### src/rtl/sargantana_icache_pkg.sv
`default_nettype none
// +--------------------------------------------------------------------------+
// | sargantana_icache_pkg: shared iFill widths, FSM encoding and helpers.    |
// | Rev 1.0                                                                  |
// +--------------------------------------------------------------------------+
package sargantana_icache_pkg;

  localparam int unsigned IFILL_PADDR_SIZE = 40;
  localparam int unsigned IFILL_LINE_WIDTH = 512;
  localparam int unsigned IFILL_BEAT_WIDTH = 128;

  localparam int unsigned LINE_OFFSET_BITS = $clog2(IFILL_LINE_WIDTH / 8);
  localparam int unsigned NBEATS           = IFILL_LINE_WIDTH / IFILL_BEAT_WIDTH;

  // Flattened iFill interface widths: req = {valid, paddr},
  // resp = {ack, valid, data, inv_valid, inv_paddr}.
  localparam int unsigned IFILL_REQ_W  = 1 + IFILL_PADDR_SIZE;
  localparam int unsigned IFILL_RESP_W = 2 + IFILL_LINE_WIDTH + 1 + IFILL_PADDR_SIZE;

  typedef logic [1:0] ifill_state_t;

  localparam ifill_state_t IDLE    = 2'd0;
  localparam ifill_state_t ISSUE   = 2'd1;
  localparam ifill_state_t COLLECT = 2'd2;
  localparam ifill_state_t RESPOND = 2'd3;

endpackage
`default_nettype wire

### src/rtl/sargantana_ifill_line_buffer.sv
`default_nettype none
// +--------------------------------------------------------------------------+
// | sargantana_ifill_line_buffer: beat counter plus line assembly register.  |
// | Rev 1.0                                                                  |
// +--------------------------------------------------------------------------+
module sargantana_ifill_line_buffer #(
  parameter int unsigned LINE_WIDTH = 512,
  parameter int unsigned BEAT_WIDTH = 128
) (
  input  logic                  clk_i,
  input  logic                  rst_i,
  input  logic                  clear_i,
  input  logic                  wr_en_i,
  input  logic [BEAT_WIDTH-1:0] wr_data_i,
  output logic [LINE_WIDTH-1:0] line_o,
  output logic                  last_o,
  output logic                  full_o
);

  localparam int unsigned NB = LINE_WIDTH / BEAT_WIDTH;
  localparam int unsigned CW = (NB > 1) ? $clog2(NB) : 1;

  logic [CW-1:0]         cnt_q,  cnt_d;
  logic [LINE_WIDTH-1:0] line_q, line_d;
  logic                  full_q, full_d;

  assign last_o = (cnt_q == CW'(NB - 1));

  always_comb begin
    cnt_d  = cnt_q;
    line_d = line_q;
    full_d = full_q;
    if (clear_i) begin
      cnt_d  = '0;
      full_d = 1'b0;
    end else if (wr_en_i && !full_q) begin
      for (int b = 0; b < NB; b++) begin
        if (cnt_q == CW'(b)) begin
          line_d[b*BEAT_WIDTH +: BEAT_WIDTH] = wr_data_i;
        end
      end
      cnt_d  = last_o ? '0 : cnt_q + CW'(1);
      full_d = last_o;
    end
  end

  always_ff @(posedge clk_i) begin
    if (rst_i) begin
      cnt_q  <= '0;
      line_q <= '0;
      full_q <= 1'b0;
    end else begin
      cnt_q  <= cnt_d;
      line_q <= line_d;
      full_q <= full_d;
    end
  end

  // Exposes the line with the beat written this cycle already merged in,
  // so the responder can capture a complete line on the final beat.
  assign line_o = line_d;
  assign full_o = full_q;

endmodule
`default_nettype wire

### src/rtl/sargantana_ifill_responder.sv
`default_nettype none
// +--------------------------------------------------------------------------+
// | sargantana_ifill_responder: iFill responder fetching lines by beats.     |
// | Rev 1.0                                                                  |
// +--------------------------------------------------------------------------+
module sargantana_ifill_responder
  import sargantana_icache_pkg::*;
#(
  parameter int unsigned PADDR_SIZE = IFILL_PADDR_SIZE,
  parameter int unsigned LINE_WIDTH = IFILL_LINE_WIDTH,
  parameter int unsigned BEAT_WIDTH = IFILL_BEAT_WIDTH
) (
  input  logic                  clk_i,
  input  logic                  rst_i,
  input  logic                  flush_i,
  input  logic                  ifill_req_valid_i,
  input  logic [PADDR_SIZE-1:0] ifill_req_paddr_i,
  output logic                  ifill_resp_ack_o,
  output logic                  ifill_resp_valid_o,
  output logic [LINE_WIDTH-1:0] ifill_resp_data_o,
  output logic                  ifill_resp_inv_valid_o,
  output logic [PADDR_SIZE-1:0] ifill_resp_inv_paddr_o,
  input  logic                  inv_req_valid_i,
  input  logic [PADDR_SIZE-1:0] inv_req_paddr_i,
  output logic                  mem_req_valid_o,
  input  logic                  mem_req_ready_i,
  output logic [PADDR_SIZE-1:0] mem_req_addr_o,
  input  logic                  mem_resp_valid_i,
  input  logic [BEAT_WIDTH-1:0] mem_resp_data_i
);

  localparam int unsigned OFFSET_BITS = $clog2(LINE_WIDTH / 8);
  localparam logic [PADDR_SIZE-1:0] ALIGN_MASK =
    {{(PADDR_SIZE - OFFSET_BITS){1'b1}}, {OFFSET_BITS{1'b0}}};

  ifill_state_t          state_q,     state_d;
  logic [PADDR_SIZE-1:0] addr_q,      addr_d;
  logic                  ack_q,       ack_d;
  logic                  abort_q,     abort_d;
  logic [LINE_WIDTH-1:0] resp_data_q, resp_data_d;
  logic                  inv_valid_q, inv_valid_d;
  logic [PADDR_SIZE-1:0] inv_paddr_q, inv_paddr_d;

  logic                  buf_clear;
  logic                  buf_wr;
  logic                  buf_last;
  logic                  buf_full;
  logic [LINE_WIDTH-1:0] buf_line;

  sargantana_ifill_line_buffer #(
    .LINE_WIDTH (LINE_WIDTH),
    .BEAT_WIDTH (BEAT_WIDTH)
  ) u_line_buffer (
    .clk_i     (clk_i),
    .rst_i     (rst_i),
    .clear_i   (buf_clear),
    .wr_en_i   (buf_wr),
    .wr_data_i (mem_resp_data_i),
    .line_o    (buf_line),
    .last_o    (buf_last),
    .full_o    (buf_full)
  );

  always_comb begin
    state_d     = state_q;
    addr_d      = addr_q;
    ack_d       = 1'b0;
    abort_d     = abort_q;
    resp_data_d = resp_data_q;
    buf_clear   = 1'b0;
    // Beats outside COLLECT belong to a dropped transaction and are ignored.
    buf_wr      = (state_q == COLLECT) && mem_resp_valid_i && !buf_full;

    unique case (state_q)
      IDLE: begin
        abort_d = 1'b0;
        if (ifill_req_valid_i && !flush_i) begin
          addr_d  = ifill_req_paddr_i & ALIGN_MASK;
          ack_d   = 1'b1;
          state_d = ISSUE;
        end
      end
      ISSUE: begin
        // A flush coinciding with the handshake cannot recall the request,
        // so the line is still drained, just never returned.
        if (mem_req_ready_i) begin
          buf_clear = 1'b1;
          abort_d   = flush_i;
          state_d   = COLLECT;
        end else if (flush_i) begin
          state_d = IDLE;
        end
      end
      COLLECT: begin
        if (flush_i) begin
          abort_d = 1'b1;
        end
        if (buf_wr && buf_last) begin
          if (abort_q || flush_i) begin
            state_d = IDLE;
          end else begin
            resp_data_d = buf_line;
            state_d     = RESPOND;
          end
        end
      end
      RESPOND: begin
        state_d = IDLE;
      end
      default: begin
        state_d = IDLE;
      end
    endcase
  end

  always_comb begin
    inv_valid_d = inv_req_valid_i;
    inv_paddr_d = inv_paddr_q;
    if (inv_req_valid_i) begin
      inv_paddr_d = inv_req_paddr_i & ALIGN_MASK;
    end
  end

  always_ff @(posedge clk_i) begin
    if (rst_i) begin
      state_q     <= IDLE;
      addr_q      <= '0;
      ack_q       <= 1'b0;
      abort_q     <= 1'b0;
      resp_data_q <= '0;
      inv_valid_q <= 1'b0;
      inv_paddr_q <= '0;
    end else begin
      state_q     <= state_d;
      addr_q      <= addr_d;
      ack_q       <= ack_d;
      abort_q     <= abort_d;
      resp_data_q <= resp_data_d;
      inv_valid_q <= inv_valid_d;
      inv_paddr_q <= inv_paddr_d;
    end
  end

  assign ifill_resp_ack_o       = ack_q;
  assign ifill_resp_valid_o     = (state_q == RESPOND);
  assign ifill_resp_data_o      = resp_data_q;
  assign ifill_resp_inv_valid_o = inv_valid_q;
  assign ifill_resp_inv_paddr_o = inv_paddr_q;
  assign mem_req_valid_o        = (state_q == ISSUE);
  assign mem_req_addr_o         = addr_q;

endmodule
`default_nettype wire

### config.mk
export PLATFORM = sky130hd
export DESIGN_NAME = sargantana_ifill_responder
export DESIGN_NICKNAME = d
export VERILOG_FILES = /design/src/rtl/sargantana_icache_pkg.sv /design/src/rtl/sargantana_ifill_line_buffer.sv /design/src/rtl/sargantana_ifill_responder.sv
export SDC_FILE = /design/constraint.sdc
export NUM_CORES = 2
export LEC_CHECK = 0
export CAP_MARGIN = 20
export CORE_MARGIN = 2
export CORE_UTILIZATION = 40
export CTS_CLUSTER_DIAMETER = 40
export DETAILED_ROUTE_END_ITERATION = 6
export HOLD_SLACK_MARGIN = 0.02
export PLACE_DENSITY = 0.61
export SLEW_MARGIN = 10
export SYNTH_ARGS = -nofsm -noshare
export SYNTH_HDL_FRONTEND = slang
export SYNTH_SLANG_ARGS = --single-unit
export TNS_END_PERCENT = 30
### constraint.sdc
create_clock -name clk_i -period 2.4 [get_ports clk_i]
set_input_delay 0.24 -clock clk_i [delete_from_list [all_inputs] [get_ports clk_i]]
set_output_delay 0.24 -clock clk_i [all_outputs]
set_load 0.02 [all_outputs]
==> results by group <==
Worst setup path
  • Max FO, Critical Path: 104
  • Startpoint types: register
  • WP data arrival: 3.00 ns
  • Worst R2R End: ifill_resp_data_o[151]
  • Crit. End Element: register
  • R2R Setup Slk: 0.07 ns
  • Req. time, crit path: 3.06 ns
  • Crit Path Class: register to register
  • Crit path launch: state_q[0]
  • Worst-case reg-to-reg path depth: 6
  • Worst R2R Start: state_q[0]
  • Crit path to: ifill_resp_data_o[151]

Status
  • Status: finished clean

Clocking
  • Max Buffers Root-to-Sink: 3
  • Root Buffer: clkbuf_16
  • TritonCTS clock tree: yes
  • Clk_lat worst skew: 0.76 ns
  • Clk slew on worst S/H paths: 0.05 ns
  • CTS Sinks: 1100
  • H-tree depth: 4
  • CTS buffer count: 159

STA
  • Worst Skew: 0.0270 ns
  • Clock period minus worst slack: 2.33 ns
  • Final TNS setup: 0 ns
  • Max_slew headroom: 0.466
  • RSZ-0062 raised after global routing: yes
  • Fin crit share: 0.972
  • Final Setup Violations: 0
  • Fmax achieved: 429 MHz
  • Slew Limit Fails: 0
  • Setup ws final: 0.0671 ns
  • Actual slew at the worst max-slew pin: 0.800 ns
  • Final Hold Vio Count: 0

Placement
  • Port-buffer cells: 786
  • DP HPWL: 107000 um
  • Dpl cells: 6779
  • Area after DPL: 55000 sq um
  • Pre-CTS WS: -0.0777 ns
  • Gpl congestion: 0.830

Finish
  • Share of cells above drive strength 1: 0.0931
  • Multi-input logic area: 20000 sq um
  • Storage element area: 22000 sq um
  • Nets: 5703
  • Fillers: 9827
  • Commonest non-fill, non-tap cell in the layout: dfxtp_1
  • Commonest cells after routing, fill and taps aside: 1099 x dfxtp_1, 1060 x a21oi_1, 782 x clkdlybuf4s50_1
  • Layout area overhead: 36.5%
  • Finished Layout Cells: 7107
  • Design area: 61000 sq um

GRT
  • Largest net degree at the start of global routing: 105
  • Total gr overflow: 0
  • GRT Util Overall: 0.285
  • Vias in the first global route: 41200
  • Global-route wire length before repair: 260000 um
  • Initial antenna violation count: 7

Route
  • DRT Wirelength: 172000 um
  • Antenna-violating nets left: 0
  • DR vias: 44200
  • Via-to-Cell Ratio: 6.22
  • DR WL/cell: 24.3 um
  • DRC Markers: 0
  • Starting DRC count in detailed routing: 4126
  • DRT Pass-1 Iters: 6

Power
  • Switching pwr: 0.0114 W
  • Sequential share of power: 0.397
  • Power density cells: 761 nW/um^2
  • Internal power: 0.0350 W
  • Comb pwr share: 0.069
  • Clock Power Share: 0.534
  • Leak: 18.7 nW
  • Maximum vdd drop: 549 uV
  • Switching Fraction: 0.245

Hold path
  • HP Class: input port to register

Floorplanning
  • Die Height: 338 um
  • Core area: 111000 sq um
  • Num rows: 122
  • IO Pins: 811
  • Die area: 114000 sq um
  • Die width: 338 um
  • Initial Util: 0.404

Synthesis
  • Sequential share of the synthesized area: 0.493
  • #FFs+latches synth: 1100
  • Syn Area/Cell: 8.99 sq um
  • Netlist cell types: 31
  • Mapped cell area: 44700 sq um
  • Syn Inst Count: 4968
  • Ys Warns: 0

Run
  • Max-cap violations: 0
[cell families after synthesis]
group,share of synthesized area
compound gates,0.307
fa+ha+maj,0.00252
buf+inv,0.0624
flops,0.493
mux,0.00807
other cells,0.0000839
simple gates,0.127
[through the flow]
step                      hold slack (ns)  total power (W)  utilization
after floorplan                     0.376           0.0203            -
after global placement              0.443           0.0219        0.497
after detailed placement            0.446           0.0219        0.497
after CTS                          0.0310           0.0466        0.551
after global routing               0.0642           0.0477        0.551
final                              0.0753           0.0464        0.551
[power groups by stage]
stage | Clock, W | Combinational (W) | Sequential (W)
after floorplan | 0 | 0.00138 | 0.0189
after global placement | 0 | 0.00312 | 0.0188
after detailed placement | 0 | 0.00312 | 0.0188
after CTS | 0.0250 | 0.00317 | 0.0184
after global routing | 0.0259 | 0.00339 | 0.0184
final | 0.0248 | 0.00319 | 0.0184
[layer usage]
metal | track usage | wire [um] | up-vias
met3 | 0.0558 | 12300 | 353
li1 | - | - | 20400
met2 | 0.443 | 79300 | 1785
met4 | 0.130 | 7620 | 4
met5 | 0 | 18 | -
met1 | 0.382 | 73300 | 21700
[synthesized netlist by cell type, drive strengths merged]
master | instances | area, sq um
a211o | 1 | 8.76
a211oi | 2 | 15.0
a21oi | 1060 | 5310
a222oi | 1 | 10.0
a311oi | 512 | 4480
and2 | 2 | 12.5
and3b | 1 | 8.76
buf | 149 | 701
clkbuf | 551 | 2070
conb | 1 | 3.75
dfxtp | 1100 | 22000
ha | 9 | 113
inv | 5 | 18.8
mux2i | 36 | 360
nand2 | 452 | 1700
nand2b | 8 | 50.1
nand3b | 3 | 22.5
nand4 | 131 | 820
nor2 | 36 | 135
nor2b | 5 | 31.3
nor3 | 1 | 5.00
nor3b | 1 | 7.51
nor4 | 1 | 21.3
nor4bb | 1 | 10.0
o21ai | 3 | 15.0
o21bai | 1 | 7.51
o31ai | 513 | 3850
or4 | 382 | 2870
[how the worst min path moves through the flow]
stage                     startpoint                 end  slack [ns]  depth (start not counted)
4_1_cts        ifill_req_paddr_i[36]  mem_req_addr_o[36]        0.03                          3
5_1_grt        ifill_req_paddr_i[36]  mem_req_addr_o[36]        0.06                          3
6_report       ifill_req_paddr_i[36]  mem_req_addr_o[36]        0.08                          3
3_5_place_dp      mem_req_addr_o[27]  mem_req_addr_o[27]        0.45                          2
3_3_place_gp      mem_req_addr_o[30]  mem_req_addr_o[30]        0.44                          2
2_1_floorplan  ifill_req_paddr_i[10]  mem_req_addr_o[10]        0.38                          2
[cell type report]
type | count | area share
flip-flops and latches | 1100 | 0.361
clock inverters | 102 | 0.0223
repair buffers | 1039 | 0.186
clock buffers | 195 | 0.0710
inverters | 5 | 0.000308
multi-input cells | 3174 | 0.328
diodes | 4 | 0.000164
well taps | 1488 | 0.0305
[repair_timing]
action / in CTS / in global routing
endpoints found under the setup margin: 2 / 459
hold endpoints to repair: 53 / 0
pin swaps: 0 / 1
setup buffers: 0 / 0
resized for setup: 2 / 4
hold buffers: 27 / 0
[flip-flops by register name, indices dropped and copies added (netlist names)]
name	flops
abort_q	1
ifill_resp_ack_o	1
ifill_resp_data_o	512
ifill_resp_inv_paddr_o	34
ifill_resp_inv_valid_o	1
mem_req_addr_o	34
state_q	2
u_line_buffer.cnt_q	2
u_line_buffer.full_o	1
u_line_buffer.line_q	512
[critical path: stages, from the launching register on]
cell and delay (ns):
dfxtp_1 0.33, inv_1 0.11, ha_2 0.27, nand2_8 0.21
buf_12 0.28, or4_1 0.60, a311oi_1 0.30
No activity file was read; power rests on OpenSTA's default activity.
